`src/rtl/cam_match_reader.sv`:
```
// cam_match_reader: captures a CAM match vector and returns the indices of its
// set bits as binary addresses, lowest index first, one per valid/ready
// transfer. Also reports the popcount of the captured vector and a miss pulse
// when the vector was all-zero.
module cam_match_reader #(
  parameter int NUM_ENTRIES = 16,
  parameter int ADDR_W      = 4,
  parameter int CNT_W       = 5
) (
  input  logic                   clk,
  input  logic                   rst,
  input  logic                   ena,
  input  logic                   match_vld,
  input  logic [NUM_ENTRIES-1:0] match_vec,
  output logic                   busy,
  output logic                   addr_vld,
  output logic [ADDR_W-1:0]      addr,
  input  logic                   addr_rdy,
  output logic                   last,
  output logic                   miss,
  output logic [CNT_W-1:0]       match_cnt
);

  typedef enum logic {
    IDLE = 1'b0,
    EMIT = 1'b1
  } state_t;

  state_t                 state;
  logic [NUM_ENTRIES-1:0] pend;

  // Index of the lowest set bit; zero when the vector is empty.
  function automatic logic [ADDR_W-1:0] lowest_idx(input logic [NUM_ENTRIES-1:0] v);
    lowest_idx = '0;
    // Scanning downward lets the lowest set bit win the last assignment.
    for (int i = NUM_ENTRIES - 1; i >= 0; i--) begin
      if (v[i]) lowest_idx = ADDR_W'(i);
    end
  endfunction

  // Number of set bits in the vector.
  function automatic logic [CNT_W-1:0] popcount(input logic [NUM_ENTRIES-1:0] v);
    popcount = '0;
    for (int i = 0; i < NUM_ENTRIES; i++) begin
      popcount = popcount + CNT_W'(v[i]);
    end
  endfunction

  logic [ADDR_W-1:0]      vec_idx;
  logic [CNT_W-1:0]       vec_cnt;
  logic [NUM_ENTRIES-1:0] addr_onehot;
  logic [NUM_ENTRIES-1:0] pend_clr;
  logic [ADDR_W-1:0]      pend_clr_idx;
  logic [CNT_W-1:0]       pend_clr_cnt;
  logic                   xfer;

  // Decode the incoming vector and the pending set with the current bit removed.
  always_comb begin
    // NOTE: every signal written here gets a default first so no latch is inferred.
    addr_onehot       = '0;
    addr_onehot[addr] = 1'b1;
    vec_idx           = lowest_idx(match_vec);
    vec_cnt           = popcount(match_vec);
    pend_clr          = pend & ~addr_onehot;
    pend_clr_idx      = lowest_idx(pend_clr);
    pend_clr_cnt      = popcount(pend_clr);
  end

  assign xfer = ena & addr_vld & addr_rdy;
  assign busy = (state == EMIT);

  // Capture/emit FSM with all outputs registered; reset wins over enable.
  always_ff @(posedge clk) begin
    // NOTE: state is updated with non-blocking assignments so every register
    // samples the pre-edge values, independent of statement order.
    if (rst) begin
      state     <= IDLE;
      pend      <= '0;
      addr      <= '0;
      addr_vld  <= 1'b0;
      last      <= 1'b0;
      miss      <= 1'b0;
      match_cnt <= '0;
    end else if (ena) begin
      miss <= 1'b0;
      case (state)
        IDLE: begin
          if (match_vld) begin
            pend      <= match_vec;
            match_cnt <= vec_cnt;
            if (match_vec == '0) begin
              miss <= 1'b1;
            end else begin
              state    <= EMIT;
              addr     <= vec_idx;
              last     <= (vec_cnt == CNT_W'(1));
              addr_vld <= 1'b1;
            end
          end
        end
        EMIT: begin
          // Strobes arriving here are ignored, including on the final transfer.
          if (xfer) begin
            pend <= pend_clr;
            if (last) begin
              addr_vld <= 1'b0;
              last     <= 1'b0;
              state    <= IDLE;
            end else begin
              addr <= pend_clr_idx;
              last <= (pend_clr_cnt == CNT_W'(1));
            end
          end
        end
      endcase
    end else begin
      // Disabled: everything holds except the miss pulse, which is dropped.
      miss <= 1'b0;
    end
  end

endmodule

```
`config.mk`:
```
export PLATFORM = sky130hd
export DESIGN_NAME = cam_match_reader
export DESIGN_NICKNAME = d
export VERILOG_FILES = /design/src/rtl/cam_match_reader.sv
export SDC_FILE = /design/constraint.sdc
export NUM_CORES = 1
export LEC_CHECK = 0
export ABC_AREA = 1
export CAP_MARGIN = 30
export CORE_MARGIN = 3
export CORE_UTILIZATION = 50
export CTS_CLUSTER_DIAMETER = 120
export DETAILED_ROUTE_END_ITERATION = 16
export GPL_TIMING_DRIVEN = 1
export PLACE_DENSITY = 0.83
export SLEW_MARGIN = 15
export SYNTH_ARGS = -nofsm -noshare
export SYNTH_HDL_FRONTEND = slang
export SYNTH_SLANG_ARGS = --single-unit
```
`constraint.sdc`:
```
create_clock -name clk -period 3.7 [get_ports clk]
set_input_delay 0.555 -clock clk [delete_from_list [all_inputs] [get_ports clk]]
set_output_delay 0.555 -clock clk [all_outputs]
set_load 0.01 [all_outputs]
```
# After elaboration in Yosys (flattened, before gate mapping)
# Cells that the tools add are included.
[classes]
addsub = 30
n_lt_le_gt_ge = 2
eq_ne = 7
n_mux = 58
bitwise = 7
n_reduce_logical = 8
[ops]
columns = ["cell", "n"]
rows = [
  ["4-bit two-way mux", 36],
  ["5-bit by 1-bit adder with 5-bit output", 22],
  ["16-bit two-way mux", 2],
  ["16-bit one-hot mux with 2 select lines", 1],
  ["16-bit bitwise AND", 1],
  ["16-bit zero test", 1],
  ["16-bit inverter", 1],
  ["1-bit two-way mux", 14],
  ["4-bit by 1-bit adder with 5-bit output", 2],
  ["5-bit by 1-bit == test with 1-bit output (second input constant)", 2],
  ["5-bit AND reduction", 2],
  ["3-bit by 1-bit adder with 4-bit output", 2],
  ["2-bit != test (second input constant)", 4],
  ["4-bit one-hot mux with 2 select lines", 1],
  ["2-bit by 1-bit adder with 3-bit output", 2],
  ["1-bit one-hot mux with 2 select lines", 3],
  ["3-bit AND reduction", 2],
  ["4-bit by 5-bit < comparator with 1-bit output (second input constant)", 1],
  ["1-bit by 1-bit adder with 2-bit output", 2],
  ["1-bit demux with 4-bit select", 1],
  ["4-bit by 1-bit >= comparator with 1-bit output (second input constant)", 1],
  ["4-bit AND reduction", 1],
  ["4-bit OR reduction", 1],
  ["1-bit inverter", 3],
  ["other kinds (3)", 4],
]
[totals]
regBits = 29
in_bits = 21

# Logic depth before layout (Yosys ltp)
# Gate-level depths: netlist of the first run.
[logic_depth]
word_depth = 25
depth_mapped = 18
depth_no_buf = 18

# Worst setup path after synthesis of the first run
# OpenSTA, ideal clock, no wires.
[synth_timing]
kind = "reg2reg"
from = "register addr[2]"
to = "register last"
arrival_ns = 4.089
required_ns = 3.630
setup_slack_ns = -0.458
path_stages_with_launch = 19
path_buffers = 0
period_less_slack_ns = 4.158
path_cell_list = "dfxtp_1 -> inv_2 -> nor2_1 -> inv_1 -> o21ai_0 -> inv_1 -> fa_1 -> inv_1 -> fa_1 -> fa_1 -> fa_1 -> inv_1 -> ha_1 -> fa_1 -> nor2_1 -> nand3b_1 -> a211oi_1 -> a31oi_1 -> a21oi_1"
[synth_between]
elab_chain_len = 25
word_cells_on_any_way = 26
classes_between = "add/sub (15); order compare (2); eq/ne (1); mux (5); bitwise (2); reduce/logical (1)"
[synth_rtl]
columns = ["item", "line", "source"]
rows = [
  ["start: declaration", "17", "output logic [ADDR_W-1:0] addr,"],
  ["start signal: assignment", "95", "addr <= vec_idx;"],
  ["start signal: assignment", "110", "addr <= pend_clr_idx;"],
  ["4-bit by 5-bit < comparator with 1-bit output (implied by the code) or 4-bit by 1-bit >= comparator with 1-bit output (tied branches)", "61", "addr_onehot[addr] = 1'b1;"],
  ["1-bit logical AND (implied by the code)", "61", ""],
  ["1-bit two-way mux (implied by the code)", "61", ""],
  ["1-bit demux with 4-bit select (*)", "61", ""],
  ["16-bit inverter (*)", "64", "pend_clr = pend & ~addr_onehot;"],
  ["16-bit bitwise AND (*)", "64", ""],
  ["1-bit by 1-bit adder with 2-bit output", "45", "popcount = popcount + CNT_W'(v[i]);"],
  ["2-bit by 1-bit adder with 3-bit output", "45", ""],
  ["3-bit by 1-bit adder with 4-bit output", "45", ""],
  ["4-bit by 1-bit adder with 5-bit output", "45", ""],
  ["5-bit by 1-bit adder with 5-bit output (10 in a row)", "45", ""],
  ["5-bit by 1-bit adder with 5-bit output (*)", "45", ""],
  ["5-bit by 1-bit == test with 1-bit output (*)", "111", "last <= (pend_clr_cnt == CNT_W'(1));"],
  ["1-bit two-way mux (*)", "105", "if (last) begin"],
  ["1-bit two-way mux (*)", "103", "if (xfer) begin"],
  ["1-bit one-hot mux with 2 select lines (*)", "86", "case (state)"],
  ["end signal: assignment", "96", "last <= (vec_cnt == CNT_W'(1));"],
  ["end signal: assignment", "111", ""],
  ["end: declaration", "19", "output logic last,"],
]
# Mark *: on every way between the ends. The rest lies on a longest branch, timed or not. The select of a mux whose other input is x is not followed.
# A chain may end at the register's enable or synchronous reset.

# Worst setup path after layout of the first run
[layout_timing]
from = "register addr[1]"
to = "register last"
# Same word-level chain as after synthesis.

==> flow_summary.json, run 1 <==
{
  "synth_to_layout_area_growth_pct": 33.5,
  "leakage_uw": 0.00157,
  "final.period_utilization": 1.14,
  "tritoncts.num_buffers": 5,
  "final.setup.worst_slack_ps": -512,
  "drv.max_cap_violation_count": 0,
  "buffers_from_clock_root_to_sink_at_most": 2,
  "ir_worst_vdd_v": 0.000380,
  "holdBufCountCts": 0,
  "critical_path.cell_chain": "inv_1, nand2_2, o21ai_2, inv_2, fa_1, inv_1, fa_1, fa_1, fa_1, inv_1, ha_2, fa_1, nor2_1, nand3b_1, a211oi_2, buf_4, a31oi_1, a21oi_1",
  "crit_path_start": "addr[1]",
  "insertedDiodeCount": 0,
  "worst_ep_required_time_ps": 3920,
  "clk-insertion-delay-late_ps": 290,
  "finalCriticalPeriod_ps": 4210,
  "cts.root.buffer_cell": "clkbuf_8",
  "rsz_0062_raised_after_global_routing": "true",
  "drt_wl_total_microns": 7230,
  "outcome": "finished, violations left",
  "dpl.hpwl_microns": 5560,
  "cell_internal_pwr_uw": 849,
  "power_frac_comb": 0.561,
  "design.core.area_sq_um": 4530,
  "worstPathMaxFanout": 5,
  "pwr-share-seq": 0.254,
  "yosysUniqueCellTypes": 28,
  "synth_seq_area_share": 0.236,
  "postSynthNetCount": 406,
  "nets": 481,
  "antenna_violating_nets_post_route": 0,
  "maxClockFrequency_mhz": 237,
  "critical_path_start_type": "register",
  "cts_tree": "yes",
  "postSynthRegisterBits": 29,
  "first_global_vias": 2722,
  "die-area_sq_um": 5790,
  "slowest_stage": "fa_1",
  "setup_viol": 1,
  "tritoncts_num_sinks": 29,
  "grt_antenna_before_repair": 0,
  "timing.hold.worst.class": "register to register",
  "die_height_microns": 76.1,
  "post_route_cells_drive_above_1_share": 0.237,
  "failing_checks": "setup timing",
  "synthesis.instances": 354,
  "fp-row-count": 24,
  "pin_count": 34,
  "reg2reg_from": "addr[1]",
  "avgRoutedWirePerCell_microns": 14.6,
  "timing.hold.ws_ps": 467,
  "p_switching_uw": 573,
  "p_per_area_nw_per_um2": 434,
  "critPathArrivalTime_ps": 4430,
  "die_w_microns": 76.1,
  "syn_area_per_cell_sq_um": 6.94,
  "gp_routability_congestion": 0.996,
  "drc": 0,
  "drt_first_iter_violations": 258,
  "critical_path.most_common_cell": "fa_1",
  "grt.overflow.total": 0,
  "initial_core_util": 0.542,
  "synthesis.area_sq_um": 2460,
  "grt_use_total": 0.259,
  "viasPerCell": 5.37,
  "first_pass_grt_wire_length_microns": 12100,
  "crit_type": "register to register",
  "dr.pass1.iters": 5,
  "layout.core_utilization": 0.723,
  "vias": 2657,
  "timing.hold.worst.start": "pend[15]",
  "power.share.clock": 0.184,
  "slew-limit-headroom": 0.526,
  "clkTransAtPathRegs_ps": 70,
  "power.switching_fraction": 0.403,
  "timing.critical_path.to_type": "register",
  "report.final.slew_viol_count": 0,
  "htree_levels": 2,
  "worst-slew-pin-transition_ps": 710,
  "post-place-ws_ps": -754,
  "placement.io_buffers": 33,
  "critical_path.max_stage_delay_ps": 530,
  "grt_max_degree": 26,
  "synth-warning-count": 0,
  "worst_clock_skew_ps": 6.37,
  "finalHoldViolCount": 0
}
metal layers:
layer,up-vias,part of all wire,GRT usage
met5,-,0,0
met1,1225,0.40,0.312
met4,0,0.026,0.0978
met3,24,0.079,0.0579
met2,132,0.49,0.450
li1,1276,-,-
what timing repair did:
item,CTS,global route
buffers inserted,1,1
setup endpoints to repair,5,4
resized for setup,40,16
pin swaps,11,12
metrics by stage:
step | power (uW) | std cells | area, sq um | TNS (ps)
after global placement | 1060 | 486 | 3170 | -2630
after CTS | 1400 | 495 | 3310 | -471
after floorplan | 791 | 354 | 2470 | -235
after global routing | 1540 | 495 | 3280 | -728
final | 1420 | 495 | 3280 | -512
after detailed placement | 1090 | 486 | 3170 | -3200
cell usage after synthesis:
cell type / count / area (sq um)
a211o_1: 1 / 8.76
a211oi_1: 1 / 7.51
a21oi_1: 31 / 155
a21oi_2: 1 / 8.76
a31oi_1: 4 / 25.0
clkbuf_1: 10 / 37.5
clkinv_1: 1 / 3.75
dfxtp_1: 29 / 581
fa_1: 20 / 400
ha_1: 11 / 138
inv_1: 57 / 214
inv_2: 7 / 26.3
nand2_1: 83 / 312
nand2_2: 1 / 6.26
nand3_1: 9 / 45.0
nand3b_1: 1 / 7.51
nand4_1: 2 / 12.5
nor2_1: 27 / 101
nor3_1: 7 / 35.0
nor4_2: 1 / 12.5
o211ai_1: 9 / 67.6
o21ai_0: 22 / 110
o21ai_1: 9 / 45.0
o21ai_2: 5 / 43.8
o21ba_1: 1 / 10.0
o21bai_1: 1 / 7.51
o21bai_4: 1 / 18.8
xnor2_1: 2 / 17.5
worst paths after layout:
check | end | cells past startpoint | slack [ps]
setup reg to reg | last | 18 | -510
hold / removal | pend[15] | 2 | 470
setup / recovery | last | 18 | -510
hold reg to reg | pend[15] | 2 | 470
cell type report:
type,instances,area (sq um)
clock inverter,2,10.0
multi-input combinational,250,1650
clock buffer,6,72.6
inverter,65,244
timing repair buffer,78,636
fill,349,1250
tap,65,81.3
sequential,29,588
power by group through the flow:
stage	clock network [uW]	registers [uW]	logic (uW)
final	262	361	799
after global routing	280	363	892
after CTS	264	361	774
after detailed placement	0	366	724
after global placement	0	365	693
after floorplan	0	368	423
critical path: cells and delay by family, from the launching register on:
kind,cells,cell delay [ps]
flip-flops,1,350
adder cells (fa/ha/maj),6,2560
AND/OR/NAND/NOR,3,300
buffers and inverters,5,390
AO/OA/AOI/OAI,4,520
sequential cells by signal, indices dropped and copies added (netlist names):
signal	cells
match_cnt	5
addr_vld	1
addr	4
miss	1
busy	1
last	1
pend	16
layout by cell type (no fill, tap or decap), types with 3 or more instances in the layout:
master           count
nand2_1             81
inv_1               50
buf_4               45
a21oi_1             30
dfxtp_1             25
nor2_1              24
clkdlybuf4s50_1     24
o21ai_0             19
fa_1                19
inv_2               14
o21ai_1              9
o211ai_1             9
nand3_1              9
ha_1                 9
o21ai_2              8
nor3_1               7
clkbuf_8             5
a31oi_1              4
clkbuf_2             4
nand2_2              3
dfxtp_2              3
buf_2                3
cells by family after synthesis:
group / count (synthesis) / synth area share
AO/OA/AOI/OAI: 86 / 0.207
XOR/XNOR: 2 / 0.00713
adder cells (fa/ha/maj): 31 / 0.219
buffers and inverters: 75 / 0.115
flip-flops: 29 / 0.236
AND/OR/NAND/NOR: 131 / 0.216
No activity file was read; power rests on OpenSTA's default activity.
==> inputs of run 2 (changes only) <==
CORE_UTILIZATION = 49   (was 50)
PLACE_DENSITY = 0.81   (was 0.83)
==> flow_summary.json, run 2 (same netlist as run 1, synthesis figures left out) <==
{
  "tritoncts_num_sinks": 29,
  "cts_tree": "yes",
  "ir_worst_vdd_v": 0.000388,
  "antenna_violating_nets_post_route": 0,
  "dpl.hpwl_microns": 5670,
  "grt_max_degree": 26,
  "fp-row-count": 25,
  "nets": 493,
  "post_route_cells_drive_above_1_share": 0.274,
  "vias": 2683,
  "failing_checks": "setup timing",
  "die_w_microns": 76.8,
  "worst-slew-pin-transition_ps": 413,
  "critical_path_start_type": "register",
  "initial_core_util": 0.513,
  "worst_clock_skew_ps": 9.69,
  "avgRoutedWirePerCell_microns": 14.3,
  "cts.root.buffer_cell": "clkbuf_8",
  "grt_use_total": 0.257,
  "maxClockFrequency_mhz": 235,
  "worstPathMaxFanout": 5,
  "timing.hold.ws_ps": 465,
  "drv.max_cap_violation_count": 0,
  "drt_wl_total_microns": 7290,
  "layout.core_utilization": 0.711,
  "finalHoldViolCount": 0,
  "design.core.area_sq_um": 4790,
  "final.setup.worst_slack_ps": -555,
  "finalCriticalPeriod_ps": 4250,
  "worst_ep_required_time_ps": 3920,
  "tritoncts.num_buffers": 5,
  "insertedDiodeCount": 0,
  "final.period_utilization": 1.15,
  "synth_to_layout_area_growth_pct": 38.5,
  "mostFrequentLayoutCells": "80 x nand2_1, 57 x buf_4, 49 x inv_1, 29 x a21oi_1",
  "buffers_from_clock_root_to_sink_at_most": 2,
  "rsz_0062_raised_after_global_routing": "true",
  "layout.cells.most_common": "nand2_1",
  "drc": 0,
  "outcome": "finished, violations left",
  "timing.hold.worst.class": "register to register",
  "setup_viol": 1,
  "clk-insertion-delay-late_ps": 300,
  "holdBufCountCts": 0,
  "grt_antenna_before_repair": 0,
  "fillerInstances": 379,
  "die-area_sq_um": 5900,
  "crit_type": "register to register",
  "drt_first_iter_violations": 216,
  "report.final.slew_viol_count": 0,
  "registers.top_by_ff_count": "pend",
  "die_height_microns": 76.8,
  "placement.io_buffers": 33,
  "slew-limit-headroom": 0.723,
  "viasPerCell": 5.27,
  "first_pass_grt_wire_length_microns": 12200,
  "setup_total_negative_slack_ps": -555,
  "grt.overflow.total": 0,
  "dr.pass1.iters": 4,
  "timing.critical_path.to_type": "register",
  "htree_levels": 2,
  "pin_count": 34,
  "critPathArrivalTime_ps": 4480,
  "largest_registers": "pend (16), match_cnt (5), addr (4)",
  "p_per_area_nw_per_um2": 435,
  "leakage_uw": 0.00162,
  "gp_routability_congestion": 0.906,
  "largest_register_ffs": 16,
  "clkTransAtPathRegs_ps": 70,
  "first_global_vias": 2778
}
run 2: cell count changes in the layout (fill, tap and decap cells not counted), sizes merged:
cell / delta
clkdlybuf4s15: -1
buf: +12
clkbuf: +3
clkinv: -2
run 2: timing repair:
item                       in CTS  in global routing
setup endpoints to repair       5                  4
pin swaps                      14                 17
resized for setup              41                 22
setup buffers                   3                  1
hold endpoints to repair        0                  0
run 2: power by group:
group	switching, uW	leakage [uW]	internal [uW]
registers	22.5	0.000239	340
clock network	126	0.0000455	151
logic	427	0.00134	413
total	575	0.00162	904
run 2: path summary, 6_finish.rpt:
check,slack [ps],to,cells past startpoint,start
worst max-delay path,-550,last,19,addr[2]
worst min register to register,460,pend[15],2,pend[15]
worst min-delay path,460,pend[15],2,pend[15]
worst max register to register,-550,last,19,addr[2]
run 2: metrics by stage:
| stage | setup slack [ps] | power (uW) | cells | instance area [sq um] |
|---|---|---|---|---|
| final | -555 | 1480 | 509 | 3400 |
| after global routing | -771 | 1590 | 509 | 3400 |
| after CTS | -497 | 1420 | 508 | 3370 |
| after detailed placement | -714 | 1110 | 497 | 3240 |
| after global placement | -616 | 1080 | 497 | 3240 |
| after floorplan | -235 | 791 | 354 | 2470 |
run 2: cell type report:
| type | count | area (sq um) | share of cell area |
|---|---|---|---|
| repair buffers | 90 | 713 | 0.209 |
| well taps | 67 | 83.8 | 0.0246 |
| multi-input cells | 250 | 1690 | 0.495 |
| flip-flops and latches | 29 | 588 | 0.173 |
| clock buffers | 8 | 90.1 | 0.0265 |
| inverters | 65 | 244 | 0.0717 |
run 2: layer usage:
| layer | share of wire | global-route usage | wire length (microns) |
|---|---|---|---|
| met3 | 0.069 | 0.0563 | 504 |
| met1 | 0.40 | 0.301 | 2900 |
| met2 | 0.49 | 0.440 | 3600 |
| met4 | 0.039 | 0.130 | 283 |
| met5 | 0 | 0 | 0 |
run 2: critical path, cell delays in order (launching register included):
cell and delay [ps]:
dfxtp_4 400, inv_2 50, nor2_2 90, inv_2 60, o21ai_2 170, inv_2 70, fa_1 530, inv_1 50
fa_1 490, fa_1 430, fa_1 500, inv_1 50, ha_2 180, fa_1 430, nor2_1 110, nand3b_1 90
a211oi_2 150, buf_4 140, a31oi_2 30, a21oi_1 140
==> inputs of run 3 (changes only) <==
SLEW_MARGIN = 10   (was 15)
==> results of run 3 <==
The final DEF is identical to that of run 2; final timing and power are the same.
